==> config.mk <==
export PLATFORM = sky130hd
export DESIGN_NAME = scalar_regfile_wr_arbiter
export DESIGN_NICKNAME = d
export VERILOG_FILES = /design/src/rtl/scalar_regfile_wr_arbiter.sv
export SDC_FILE = /design/constraint.sdc
export NUM_CORES = 1
export LEC_CHECK = 0
export BUFFER_PORTS_ARGS = -buffer_cell sky130_fd_sc_hd__buf_2
export CORE_MARGIN = 2
export CORE_UTILIZATION = 38
export DETAILED_ROUTE_END_ITERATION = 8
export PLACE_DENSITY = 0.82
export SLEW_MARGIN = 20
export SYNTH_ARGS = -nofsm -noshare
export SYNTH_HDL_FRONTEND = slang
export SYNTH_SLANG_ARGS = --single-unit
==> constraint.sdc <==
create_clock -name clk -period 1.05 [get_ports clk]
set_input_delay 0 -clock clk [delete_from_list [all_inputs] [get_ports clk]]
set_output_delay 0 -clock clk [all_outputs]
set_load 0.03 [all_outputs]
==> src/rtl/scalar_regfile_wr_arbiter.sv <==
// Round-robin arbiter sharing the scalar register file write port, plus a RAW-hazard scoreboard.
// Grant is combinational; the accepted write reaches the file one cycle later. Downstream never stalls.
module scalar_regfile_wr_arbiter #(
   parameter int registerSize     = 8,
   parameter int registerQuantity = 4,
   parameter int selectionBits    = 2,
   parameter int NUM_REQ          = 2
) (
   input  logic                               clk,
   input  logic                               reset,
   input  logic [NUM_REQ-1:0]                 req_valid,
   input  logic [NUM_REQ*selectionBits-1:0]   req_reg,
   input  logic [NUM_REQ*registerSize-1:0]    req_data,
   output logic [NUM_REQ-1:0]                 req_ready,
   input  logic                               rsv_valid,
   input  logic [selectionBits-1:0]           rsv_reg,
   input  logic [selectionBits-1:0]           rSel1,
   input  logic [selectionBits-1:0]           rSel2,
   output logic                               busy1,
   output logic                               busy2,
   output logic                               sb_err,
   output logic                               regWrEn,
   output logic [selectionBits-1:0]           regToWrite,
   output logic [registerSize-1:0]            dataIn
);

   localparam int PW  = $clog2(NUM_REQ);
   localparam int PW1 = PW + 1;

   logic [PW-1:0]               ptr_q, ptr_d;
   logic                        wr_en_q, wr_en_d;
   logic [selectionBits-1:0]    wr_reg_q, wr_reg_d;
   logic [registerSize-1:0]     wr_dat_q, wr_dat_d;
   logic [registerQuantity-1:0] sb_q, sb_d;
   logic                        err_q, err_d;

   logic                        grant_vld;
   logic [PW-1:0]               grant_idx;
   logic [PW1-1:0]              sum;
   logic                        xfer;

   // Scan requesters starting one past the last winner, wrapping modulo NUM_REQ.
   always_comb begin
      grant_vld = 1'b0;
      grant_idx = '0;
      sum       = '0;
      for (int k = 1; k <= NUM_REQ; k++) begin
         sum = {1'b0, ptr_q} + PW1'(k);
         if (sum >= PW1'(NUM_REQ)) sum = sum - PW1'(NUM_REQ);
         if (!grant_vld && req_valid[sum[PW-1:0]]) begin
            grant_vld = 1'b1;
            grant_idx = sum[PW-1:0];
         end
      end
      xfer      = grant_vld & reset;
      req_ready = '0;
      if (xfer) req_ready[grant_idx] = 1'b1;
   end

   always_comb begin
      ptr_d    = ptr_q;
      wr_en_d  = xfer;
      wr_reg_d = wr_reg_q;
      wr_dat_d = wr_dat_q;
      if (xfer) begin
         ptr_d    = grant_idx;
         wr_reg_d = req_reg[grant_idx*selectionBits +: selectionBits];
         wr_dat_d = req_data[grant_idx*registerSize +: registerSize];
      end
   end

   // Reservation is applied after the commit clear so a same-cycle reserve wins.
   always_comb begin
      sb_d = sb_q;
      if (wr_en_q) sb_d[wr_reg_q] = 1'b0;
      if (rsv_valid) sb_d[rsv_reg] = 1'b1;
      err_d = err_q | (rsv_valid & sb_q[rsv_reg] & ~(wr_en_q && (wr_reg_q == rsv_reg)));
   end

   always_ff @(posedge clk or negedge reset) begin
      if (!reset) begin
         ptr_q    <= PW'(NUM_REQ - 1);
         wr_en_q  <= 1'b0;
         wr_reg_q <= '0;
         wr_dat_q <= '0;
         sb_q     <= '0;
         err_q    <= 1'b0;
      end else begin
         ptr_q    <= ptr_d;
         wr_en_q  <= wr_en_d;
         wr_reg_q <= wr_reg_d;
         wr_dat_q <= wr_dat_d;
         sb_q     <= sb_d;
         err_q    <= err_d;
      end
   end

   assign busy1      = sb_q[rSel1];
   assign busy2      = sb_q[rSel2];
   assign sb_err     = err_q;
   assign regWrEn    = wr_en_q;
   assign regToWrite = wr_reg_q;
   assign dataIn     = wr_dat_q;

endmodule
Word-level counts from Yosys, hierarchy flattened
Cells that the tools add are included.
{"block": "totals", "ff_bits": 17, "latchBits": 0, "ram_bits": 0, "romBits": 0, "inputBits": 31, "output_inout_bits": 16, "elab_cells": 64, "mem_count": 0}
{"block": "op_classes", "addsub": 4, "mul": 0, "div_mod_pow": 0, "magnitude_cmp": 12, "eq_ne": 1, "n_shift": 2, "n_mux": 25, "n_bitwise": 8, "n_reduce_logical": 6}
{"cell": "two-way mux 1 bit", "count": 16}
{"cell": "indexed part select 16 x 5 -> 8 bit", "count": 1}
{"cell": "less-than comparator 2 x 3 -> 1 bit (second input constant)", "count": 4}
{"cell": "two-way mux 4 bit", "count": 2}
{"cell": "binary-select mux 1 bit (select 2 bit)", "count": 3}
{"cell": "less-than comparator 1 x 2 -> 1 bit (second input constant)", "count": 3}
{"cell": "logical AND 1 bit", "count": 5}
{"cell": "AND 4 bit", "count": 1}
{"cell": "demux 1 bit (select 2 bit)", "count": 2}
{"cell": ">= comparator 2 x 1 -> 1 bit (second input constant)", "count": 2}
{"cell": ">= comparator 2 bit (second input constant)", "count": 2}
{"cell": "inverter 4 bit", "count": 1}
{"cell": "OR 4 bit", "count": 1}
{"cell": "indexed part select 4 x 3 -> 2 bit", "count": 1}
{"cell": "AND 1 bit", "count": 3}
{"cell": "adder 1 x 1 -> 2 bit (second input constant)", "count": 1}
{"cell": "adder 1 x 2 -> 2 bit (second input constant)", "count": 1}
{"cell": "== test 2 bit", "count": 1}
{"cell": "two-way mux 2 bit", "count": 1}
{"cell": "subtractor 1 bit (second input constant)", "count": 2}
{"cell": "demux 1 bit (select 1 bit)", "count": 1}
{"cell": ">= comparator 1 bit (second input constant)", "count": 1}
{"cell": "zero test 1 bit", "count": 1}
{"cell": "inverter 1 bit", "count": 1}
{"cell": "OR 1 bit", "count": 1}

Longest topological paths before layout
Gate-level depths: netlist (run 1).
{"block": "logic_depth", "ltp_word": 14, "depth_mapped": 4, "mapped_depth_nobuf": 3}

Least setup slack after synthesis (run 1)
Ideal clock, no wire load.
{"block": "synth_timing", "kind": "flip-flop to flip-flop", "start": "register ptr_q", "end": "register wr_dat_q[2] (netlist: dataIn[2])", "setup_ns": 0.126, "arrival_ns": 1.103, "t_required_ns": 0.924, "path_slack_ns": -0.179, "stages_incl_launch_ff": 4, "path_buffers": 1, "synth_period_minus_slack_ns": 1.229, "cell_sequence": "dfstp_2 a21oi_1 buf_2 a221o_1"}
{"block": "synth_via", "elab_chain_len": 10, "elab_cells_between_ends": 20, "classes_between": "add/sub (4); order compare (2); shift (1); mux (10); bitwise (1); reduce/logical (2)"}
{"element": "from (decl)", "line_no": "30", "rtl": "logic [PW-1:0] ptr_q, ptr_d;"}
{"element": "from (signal assigned)", "line_no": "82", "rtl": "ptr_q <= PW'(NUM_REQ - 1);"}
{"element": "from (signal assigned)", "line_no": "89", "rtl": "ptr_q <= ptr_d;"}
{"element": "adder 1 x 1 -> 2 bit", "line_no": "48", "rtl": "sum = {1'b0, ptr_q} + PW1'(k);"}
{"element": ">= comparator 2 bit / subtractor 1 bit (equally long branches)", "line_no": "49", "rtl": "if (sum >= PW1'(NUM_REQ)) sum = sum - PW1'(NUM_REQ);"}
{"element": "two-way mux 1 bit", "line_no": "49"}
{"element": "two-way mux 1 bit (implied by the code) (2 in series)", "line_no": "50", "rtl": "if (!grant_vld && req_valid[sum[PW-1:0]]) begin"}
{"element": "two-way mux 1 bit", "line_no": "50"}
{"element": "zero test 1 bit", "line_no": "50"}
{"element": "logical AND 1 bit", "line_no": "50"}
{"element": "two-way mux 1 bit", "line_no": "50"}
{"element": "indexed part select 16 x 5 -> 8 bit / AND 1 bit (equally long branches)", "line_no": "68, 55"}
{"element": "to (signal assigned)", "line_no": "92", "rtl": "wr_dat_q <= wr_dat_d;"}
{"element": "to (decl)", "line_no": "33", "rtl": "logic [registerSize-1:0] wr_dat_q, wr_dat_d;"}
Parallel ways exist; a longest one is shown, timed or not. The select of a mux whose other input is x is not followed.
A chain may end at the register's enable or synchronous reset.

Worst setup path after layout (run 1)
{"block": "layout_timing", "start": "register sb_q[1]", "end": "output busy2"}
{"block": "layout_via", "elab_chain_len": 2}
{"element": "from (decl)", "line_no": "34", "rtl": "logic [registerQuantity-1:0] sb_q, sb_d;"}
{"element": "from (signal assigned)", "line_no": "86", "rtl": "sb_q <= '0;"}
{"element": "from (signal assigned)", "line_no": "93", "rtl": "sb_q <= sb_d;"}
{"element": "binary-select mux 1 bit (select 2 bit)", "line_no": "99", "rtl": "assign busy2 = sb_q[rSel2];"}
{"element": "two-way mux 1 bit (implied by the code)", "line_no": "99"}
{"element": "to (decl)", "line_no": "20", "rtl": "output logic busy2,"}
Every way passes these cells. The select of a mux whose other input is x is not followed.

==> results_dict.tcl, run 1 <==
set metrics [dict create \
    outcome "complete, but fails checks" \
    violations "negative setup slack" \
    drt-pass1-iter-count 4 \
    placed_area_um2 1117 \
    r2r_cells 4 \
    cts_buffer_depth 2 \
    ys_ff_latch 17 \
    critPathKind "register to output pin" \
    avgSynthCellArea_um2 12.14 \
    timing.final.crit_share_pct 128.0 \
    cts_buffers 3 \
    worstHoldPathType "input port to register" \
    num_vias 962 \
    yosys.cell_types.count 19 \
    final_util_pct 74.81 \
    yosysTopAreaCell "dfrtp_1" \
    die_w_um 50.26 \
    antenna_left 0 \
    pwr-share-comb_pct 41.4 \
    rsz0062_at_grt "true" \
    yosys_warnings 0 \
    ys_seq_area_share_pct 52.46 \
    fillerInstances 121 \
    grt_usage_pct 22.54 \
    grt_pass1_vias 956 \
    ctsRootBufferMaster "clkbuf_4" \
    synth_cells 67 \
    cts.reportedPaths.clkPinSlew_ps 100 \
    intPower_mw 1.342 \
    grt_overflow 0 \
    placed_cells 143 \
    synthTopCellsByArea "dfrtp_1 (49%), a221o_1 (12%), mux4_2 (8.3%)" \
    wl_per_cell_um 17.39 \
    syn_area_um2 813.3 \
    max_freq_mhz 743.8 \
    final_cell_count_no_fill 176 \
    synth_top_area_share_pct 49.23 \
    dieHeight_um 50.26 \
    tightest_slew_ps 216.6 \
    design_area_um2 1483 \
    finalSetupTns_ps -3660 \
    cellPowerDensity_nw_per_um2 1386 \
    p_leak_nw 0.6984 \
    io_pins 47 \
    via_per_inst 5.466 \
    routed_wl_um 3060 \
    cp-end-kind "output pin" \
    multi_input_area_um2 382.9 \
    power.total_mw 2.054 \
    drt_iter0_markers 21 \
    grt_max_degree 15 \
    clockPowerShare_pct 16.9 \
    cts_tree "built" \
    core-area_um2 1982 \
    post-dp-hpwl_um 1722 \
    worst_ep_required_time_ps 1050 \
    cts_sinks 17 \
    p_switching_uw 712.6 \
    nNetsFinal 181 \
    switching_share_pct 34.69 \
    whs_path_depth 2 \
    r2r_slack_ps -290 \
    min_from "rsv_valid" \
    cp-start-kind "register" \
    relSlewSlack_pct 85.51 \
    htreeDepth 1 \
    final_max_slew_viol_count 0 \
    crit_arrival_ps 1340 \
    register_area_um2 429.2 \
    holdPathEnd "sb_err" \
    place.port_buffers 46 \
    cp_max_fo 4 \
    grt_pass1_wl_um 4160 \
    drc 0 \
    die-area_um2 2526 \
    ir_drop_mv 1.226 \
    power_frac_seq_pct 41.7 \
    std_cell_rows 16 \
    fin_skew_ps 4.302 \
    pre_cts_ws_ps -109.4 \
    r2r-end "regToWrite[1]" \
    syn2layout_area_growth_pct 82.31 \
    holdWs_ps 28.86 \
    gp_congestion 0.8027 \
    drv_cap 0 \
    min_period_ps 1344 \
    setup_violations 16 \
    antenna_found_initial 0 \
    setup_ws_ps -294.4 \
    crit-reg2reg-launch "ptr_q" \
    drive_above_1_share_pct 47.65 \
    initial_core_util_pct 41.04 \
    clkLatencyLatePin_ps 290 \
    synth_nets 98 \
    hold_violations 0 \
    antenna_cells 0 \
]
what timing repair did:
item / 4_1_cts / 5_1_grt
endpoints found under the hold margin: 28 / 0
pin swaps: 8 / 5
hold buffers: 22 / 0
buffers inserted: 4 / 6
resized for setup: 10 / 11
endpoints found under the setup margin: 15 / 16
sequential cells by signal, summed over array words and instances, names as in the netlist:
register / flops
dataIn: 8
regWrEn: 1
regToWrite: 2
sb_err: 1
sb_q: 4
ptr_q: 1
cells by family after synthesis:
family / after synthesis / synth area share (%)
compound gates: 21 / 21.08
xor+xnor: 2 / 2.154
buf+inv: 6 / 3.230
flops: 17 / 52.46
mux: 3 / 8.307
simple gates: 18 / 12.77
layout make-up:
cell class / instances / area share, %
repair buffers: 81 / 40.42
flip-flops and latches: 17 / 28.95
multi-input cells: 44 / 25.82
well taps: 27 / 2.278
clock buffers: 4 / 1.772
inverters: 3 / 0.7595
worst max-delay path, cell delays in order (launching register included):
cell,delay (ps)
dfrtp_1,420
mux4_2,480
buf_6,150
cell usage in the layout, fill, tap and decap left out:
| cell | instances |
|---|---|
| a221o_1 | 10 |
| clkbuf_4 | 3 |
| a21o_1 | 1 |
| mux4_2 | 3 |
| inv_1 | 2 |
| nand3_1 | 2 |
| dfrtp_2 | 2 |
| nand2b_1 | 2 |
| o21ai_0 | 4 |
| dlygate4sd3_1 | 22 |
| and2_1 | 1 |
| buf_4 | 6 |
| and2_0 | 9 |
| a21oi_4 | 2 |
| nand2_1 | 3 |
| buf_6 | 11 |
| inv_2 | 1 |
| o21ai_1 | 1 |
| clkbuf_1 | 1 |
| dfstp_2 | 1 |
| xnor2_1 | 2 |
| buf_2 | 42 |
| a32o_1 | 2 |
| nand3b_1 | 1 |
| a31o_1 | 1 |
| dfrtp_1 | 14 |
cell usage after synthesis:
cell      instances
xnor2_1           2
a32o_1            2
a221o_1          10
o21ai_0           4
a21oi_1           2
a21o_1            1
dfrtp_1          16
a31o_1            1
nand2_1           3
o21ai_1           1
dfstp_2           1
and2_0            9
mux4_2            3
nand2b_1          2
nand3b_1          1
inv_1             3
buf_2             3
and2_1            1
nand3_1           2
worst max path at each step:
stage / start / end / depth (start not counted)
4_1_cts: sb_q[1] / busy2 / 2
5_1_grt: sb_q[0] / busy1 / 2
2_1_floorplan: ptr_q / regToWrite[0] / 3
3_5_place_dp: sb_q[3] / sb_err / 2
3_3_place_gp: sb_q[3] / sb_err / 2
6_report: sb_q[1] / busy2 / 2
power groups by stage:
stage,registers (mW),clock network (mW),logic (mW)
floorplan,0.969,0,0.292
global placement,0.850,0,0.620
detailed placement,0.858,0,0.642
CTS,0.850,0.344,0.768
global route,0.875,0.390,0.894
finish,0.857,0.347,0.850
routing by layer:
layer  GRT usage, %  wire length, um
met2          39.69             1630
met5              0                0
met4          12.50               99
met3          5.357              213
met1          24.61             1117
(Power assumes the default switching activity.)
==> run 2, diff against run 1 <==
Settings changed: ABC_AREA set to 1, CORE_UTILIZATION 38 to 40, PLACE_DENSITY 0.82 to 0.8.
Clock period 1.05 ns to 1.51 ns, I/O delays scaled along.
==> run 2 against run 1 <==
  * The flow finishes with violations (negative hold slack)
  * Clock power down 30%
  * Cell area down 5.1%
  * Via count up 11%
  * Largest cell class unchanged
  * Sequential cell count unchanged
==> results_dict.tcl, run 2 <==
set metrics [dict create \
    p_leak_nw 0.7557 \
    synth_ff_type "dfrtp_1" \
    synth_nets 148 \
    htreeDepth 1 \
    io_pins 47 \
    path_delay_family "simple AND/OR/NAND/NOR gates" \
    synth_top_area_share_pct 45.01 \
    cp_slowest_cell "dfstp_2" \
    power.total_mw 1.315 \
    cts.reportedPaths.clkPinSlew_ps 90 \
    core-area_um2 2148 \
    yosys.cell_types.count 14 \
    drc 0 \
    nNetsFinal 221 \
    max_stage_delay_ps 380 \
    yosys_warnings 0 \
    cp-end-kind "output pin" \
    worst_ep_required_time_ps 1510 \
    holdWs_ps -1.430 \
    hold_violations 2 \
    layout_common_cells "nand2_1 (61), buf_2 (46), dlygate4sd3_1 (22)" \
    drt-pass1-iter-count 4 \
    yosysMostFrequentCell "nand2_1" \
    grt_pass1_vias 898 \
    max_freq_mhz 701.6 \
    synth_simple_gate_area_share_pct 36.57 \
    finalSetupTns_ps 0 \
    dieHeight_um 51.16 \
    crit_buf_inv 1 \
    path_cells "nand2_1, nand2_1, nor2_4, buf_2" \
    syn2layout_area_growth_pct 58.09 \
    synth_cells 117 \
    r2r_cells 5 \
    ys_seq_area_share_pct 47.96 \
    holdPathEnd "sb_q[3]" \
    initial_core_util_pct 41.41 \
    min_period_ps 1425 \
    relSlewSlack_pct 68.51 \
    min_from "rsv_reg[0]" \
    die_w_um 51.16 \
    clkLatencyLatePin_ps 290 \
    synthTopCellsByArea "dfrtp_1 (45%), nand2_1 (26%), nand3_1 (7.9%)" \
    antenna_left 0 \
    final_common_cell "nand2_1" \
    ctsRootBufferMaster "clkbuf_4" \
    outcome "complete, but fails checks" \
    cellPowerDensity_nw_per_um2 934.8 \
    yosys-top-cells-count "nand2_1 (61), dfrtp_1 (16), nand3_1 (14)" \
    drv_cap 0 \
    cp_max_fo 11 \
    antenna_found_initial 0 \
    grt_overflow 0 \
    tightest_slew_ps 470.5 \
    r2r_slack_ps 260 \
    setup_violations 0 \
    async_flop_share_pct 100.0 \
    final_util_pct 65.46 \
    r2r-end "dataIn[6]" \
    worstHoldPathType "input port to register" \
    yosysTopAreaCell "dfrtp_1" \
    gp_congestion 0.8614 \
    final_max_slew_viol_count 0 \
    routed_wl_um 2676 \
    grt_max_degree 18 \
    synthAdderAreaFrac_pct 0 \
    num_vias 1067 \
    synth_edf_count 0 \
    crit-reg2reg-launch "ptr_q" \
    cts_buffers 3 \
    antenna_cells 0 \
    pre_cts_ws_ps 241.6 \
    std_cell_rows 17 \
    ys_ff_latch 17 \
    synth-compound-area-share_pct 8.720 \
    drive_above_1_share_pct 30.69 \
    largest_reg_flops 8 \
    cp.depth 4 \
    crit_arrival_ps 1430 \
    cts_buffer_depth 2 \
    cts_sinks 17 \
    grt_pass1_wl_um 4077 \
    grt_usage_pct 21.05 \
    wl_per_cell_um 12.33 \
    fin_skew_ps 3.231 \
    syn_area_um2 889.6 \
    whs_path_depth 3 \
    synth_top_family_by_area "simple AND/OR/NAND/NOR gates" \
    via_per_inst 4.917 \
    rsz0062_at_grt "false" \
    die-area_um2 2617 \
    synthXorXnorAreaFrac_pct 0 \
    avgSynthCellArea_um2 7.603 \
    ir_drop_mv 0.7695 \
    drt_iter0_markers 23 \
    timing.final.crit_share_pct 94.39 \
    cts_tree "built" \
    path_common_cell "nand2_1" \
    cp-start-kind "register" \
    setup_ws_ps 84.68 \
    place.port_buffers 46 \
    synth.area.mux_share_pct 0 \
    critPathKind "register to output pin" \
    post-dp-hpwl_um 1590 \
    violations "negative hold slack" \
    fillerInstances 156 \
]
## run 2: cell types whose count changed after synthesis, moves of 2 or more
| cell | delta |
|---|---|
| and2_0 | -9 |
| a32o_1 | -2 |
| buf_2 | -3 |
| mux4_2 | -3 |
| nand3_2 | +2 |
| nand2_1 | +58 |
| nand3_1 | +12 |
| buf_6 | +2 |
| nand2b_1 | -2 |
| xnor2_1 | -2 |
| a221o_1 | -10 |
| inv_1 | +5 |
| a32oi_1 | +2 |
## run 2: worst reg2reg max path: stages, from the launching register on
cell and delay, ps:
dfstp_2 540, nand2_1 100, a21oi_4 170, buf_4 190, nand2_1 80, nand3_1 100
## run 2: repair_timing
action / CTS / global route
gates resized for setup: 2 / 0
buffers inserted: 0 / 2
pin swaps: 0 / 1
hold endpoints to repair: 28 / 0
endpoints found under the setup margin: 1 / 1
hold buffers: 22 / 0
## run 2: how the worst max path moves through the flow
stage | start | end
after floorplan | ptr_q | regToWrite[1]
after CTS | ptr_q | req_ready[0]
after detailed placement | ptr_q | req_ready[0]
after global placement | ptr_q | req_ready[0]
final | ptr_q | req_ready[1]
after global routing | ptr_q | req_ready[1]
## run 2: cell type report
cell class	instances	area (um^2)	share of cell area, %
Sequential cell	17	426.7	30.34
Multi-Input combinational cell	89	415.4	29.54
Tap cell	28	35.03	2.491
Clock buffer	4	26.28	1.868
Inverter	8	30.03	2.135
Timing Repair Buffer	71	473.0	33.63
## run 2: kinds of logic (layout without fill, tap and decap cells)
family / count (synthesis) / after routing
compound gates: 11 / 11
buf+inv: 11 / 83
flops: 17 / 17
simple gates: 78 / 78
## run 2: report_power, final
part           leakage [nW]  internal, mW  switching [mW]
logic                 0.542         0.181           0.289
registers             0.199         0.532          0.0696
clock network        0.0150         0.103           0.140
total                 0.756         0.816           0.499
## run 2: routing by layer
layer	GRT usage [%]	up-vias	wire [um]
met5	0	-	0
met4	6.757	0	46
met3	3.216	8	174
met2	36.58	47	1318
met1	26.70	494	1136
li1	-	518	-
## run 2: metrics by stage
| step | hold WS (ps) | area (um^2) | cells |
|---|---|---|---|
| after floorplan | -295.6 | 889.6 | 117 |
| after global placement | 7.207 | 1132 | 189 |
| after detailed placement | 9.873 | 1132 | 189 |
| after CTS | 0.5647 | 1391 | 215 |
| after global routing | 4.748 | 1406 | 217 |
| final | -1.430 | 1406 | 217 |
==> run 3, diff against run 2 <==
Settings changed: PLACE_DENSITY 0.8 to 0.72.
==> run 3 against run 2 <==
  * The flow now finishes without violations
  * Largest cell class unchanged
  * Global-route usage grew 0.74 points
  * Clock-buffer cell count is the same
  * Cell area grew 0.36%
  * Register-to-register slack is essentially flat
  * Critical path type unchanged
  * Sequential share of layout area shrank 0.11 points
  * Critical path depth shrank 1
  * Sequential power is essentially flat
  * Cell count grew 0.46%
  * Via count grew 1.5%
  * Die area is the same
  * First-iteration DRC count grew 61%
==> results_dict.tcl, run 3 (synthesis results as in run 2) <==
set metrics [dict create \
    cts.reportedPaths.clkPinSlew_ps 100 \
    cts_tree "built" \
    drt_iter0_markers 37 \
    max_freq_mhz 696.6 \
    placed_cells 189 \
    io_pins 47 \
    clkLatencyLatePin_ps 280 \
    crit_arrival_ps 1440 \
    grt_pass1_wl_um 4236 \
    p_leak_nw 0.7619 \
    cp_slowest_cell "dfstp_2" \
    syn2layout_area_growth_pct 58.65 \
    critPathKind "register to output pin" \
    core-area_um2 2148 \
    htreeDepth 1 \
    cts_buffer_depth 2 \
    wl_per_cell_um 12.57 \
    largest_reg_flops 8 \
    antenna_left 0 \
    antenna_found_initial 0 \
    die-area_um2 2617 \
    std_cell_rows 17 \
    final_max_slew_viol_count 0 \
    design_area_um2 1411 \
    grt_max_degree 18 \
    place.port_buffers 46 \
    nNetsFinal 222 \
    initial_core_util_pct 41.41 \
    post-dp-hpwl_um 1559 \
    max_stage_delay_ps 540 \
    ctsRootBufferMaster "clkbuf_4" \
    cts_buffers 3 \
    drc 0 \
    min_period_ps 1436 \
    hold_violations 0 \
    cp-end-kind "output pin" \
    grt_pass1_vias 992 \
    relSlewSlack_pct 69.33 \
    tightest_slew_ps 458.3 \
    grt_overflow 0 \
    drive_above_1_share_pct 31.58 \
    num_vias 1083 \
    routed_wl_um 2740 \
    setup_violations 0 \
    worst_ep_required_time_ps 1510 \
    cp-start-kind "register" \
    final_common_cell "nand2_1" \
    fin_skew_ps 0.7226 \
    gp_congestion 0.7644 \
    drt-pass1-iter-count 4 \
    final_cell_count_no_fill 218 \
    outcome "finished, final reports clean" \
    antenna_cells 0 \
    power.total_mw 1.314 \
    drv_cap 0 \
    cts_sinks 17 \
    layout_common_cells "nand2_1 (61), buf_2 (46), dlygate4sd3_1 (21)" \
    ir_drop_mv 0.6501 \
    cellPowerDensity_nw_per_um2 931.0 \
    grt_usage_pct 21.79 \
    via_per_inst 4.968 \
    timing.final.crit_share_pct 95.08 \
    path_cells "nand2_1, a21oi_4, buf_2" \
    die_w_um 51.16 \
    placed_area_um2 1132 \
    cp_max_fo 8 \
    worstHoldPathType "input port to register" \
    dieHeight_um 51.16 \
]
## run 3: through the flow
step | utilization (%) | setup WS, ps | TNS [ps] | hold WS, ps
2_1_floorplan | - | 410.3 | 0 | -295.6
3_3_place_gp | 52.71 | 252.5 | 0 | 7.019
3_5_place_dp | 52.71 | 230.9 | 0 | 9.471
4_1_cts | 64.30 | 13.45 | 0 | 4.157
5_1_grt | 65.70 | -7.206 | -7.206 | 14.82
6_report | 65.70 | 74.36 | 0 | 3.688
## run 3: worst paths after layout
path,cells after the start,end,startpoint,slack [ps]
max in group asynchronous,3,ptr_q,reset,1010
min reg2reg,2,sb_err,sb_err,470
min,3,sb_q[2],rsv_reg[1],4
min in group asynchronous,3,dataIn[0],reset,260
max,3,req_ready[0],ptr_q,70
max reg2reg,5,dataIn[3],ptr_q,270
## run 3: critical path, delay by kind of cell (launching register included)
kind	cells	cell delay, ps
flops	1	540
compound gates	1	260
buf+inv	1	260
simple gates	1	90
## run 3: power breakdown
part           internal, mW  switching (mW)
logic                 0.184           0.289
registers             0.532          0.0666
clock network         0.103           0.140
## run 3: cell type report
cell class	instances	area (um^2)
fillers	167	737.0
repair buffers	72	478.0
flip-flops and latches	17	426.7
multi-input cells	89	415.4
well taps	28	35.03
inverters	8	30.03
clock buffers	4	26.28
## run 3: timing repair
| item | 4_1_cts | 5_1_grt |
|---|---|---|
| setup endpoints to repair | 1 | 2 |
| resized for setup | 2 | 0 |
| buffers inserted | 0 | 4 |
| pin swaps | 0 | 1 |
| hold buffers | 21 | 0 |
| hold endpoints to repair | 27 | 0 |
## run 3: routing by layer
layer / share of wire (%) / GRT usage [%] / wire length (um)
met5: 0 / 0 / 0
met2: 47 / 35.50 / 1294
met1: 43 / 27.98 / 1166
met4: 0.88 / 9.459 / 24
met3: 9.3 / 4.386 / 255
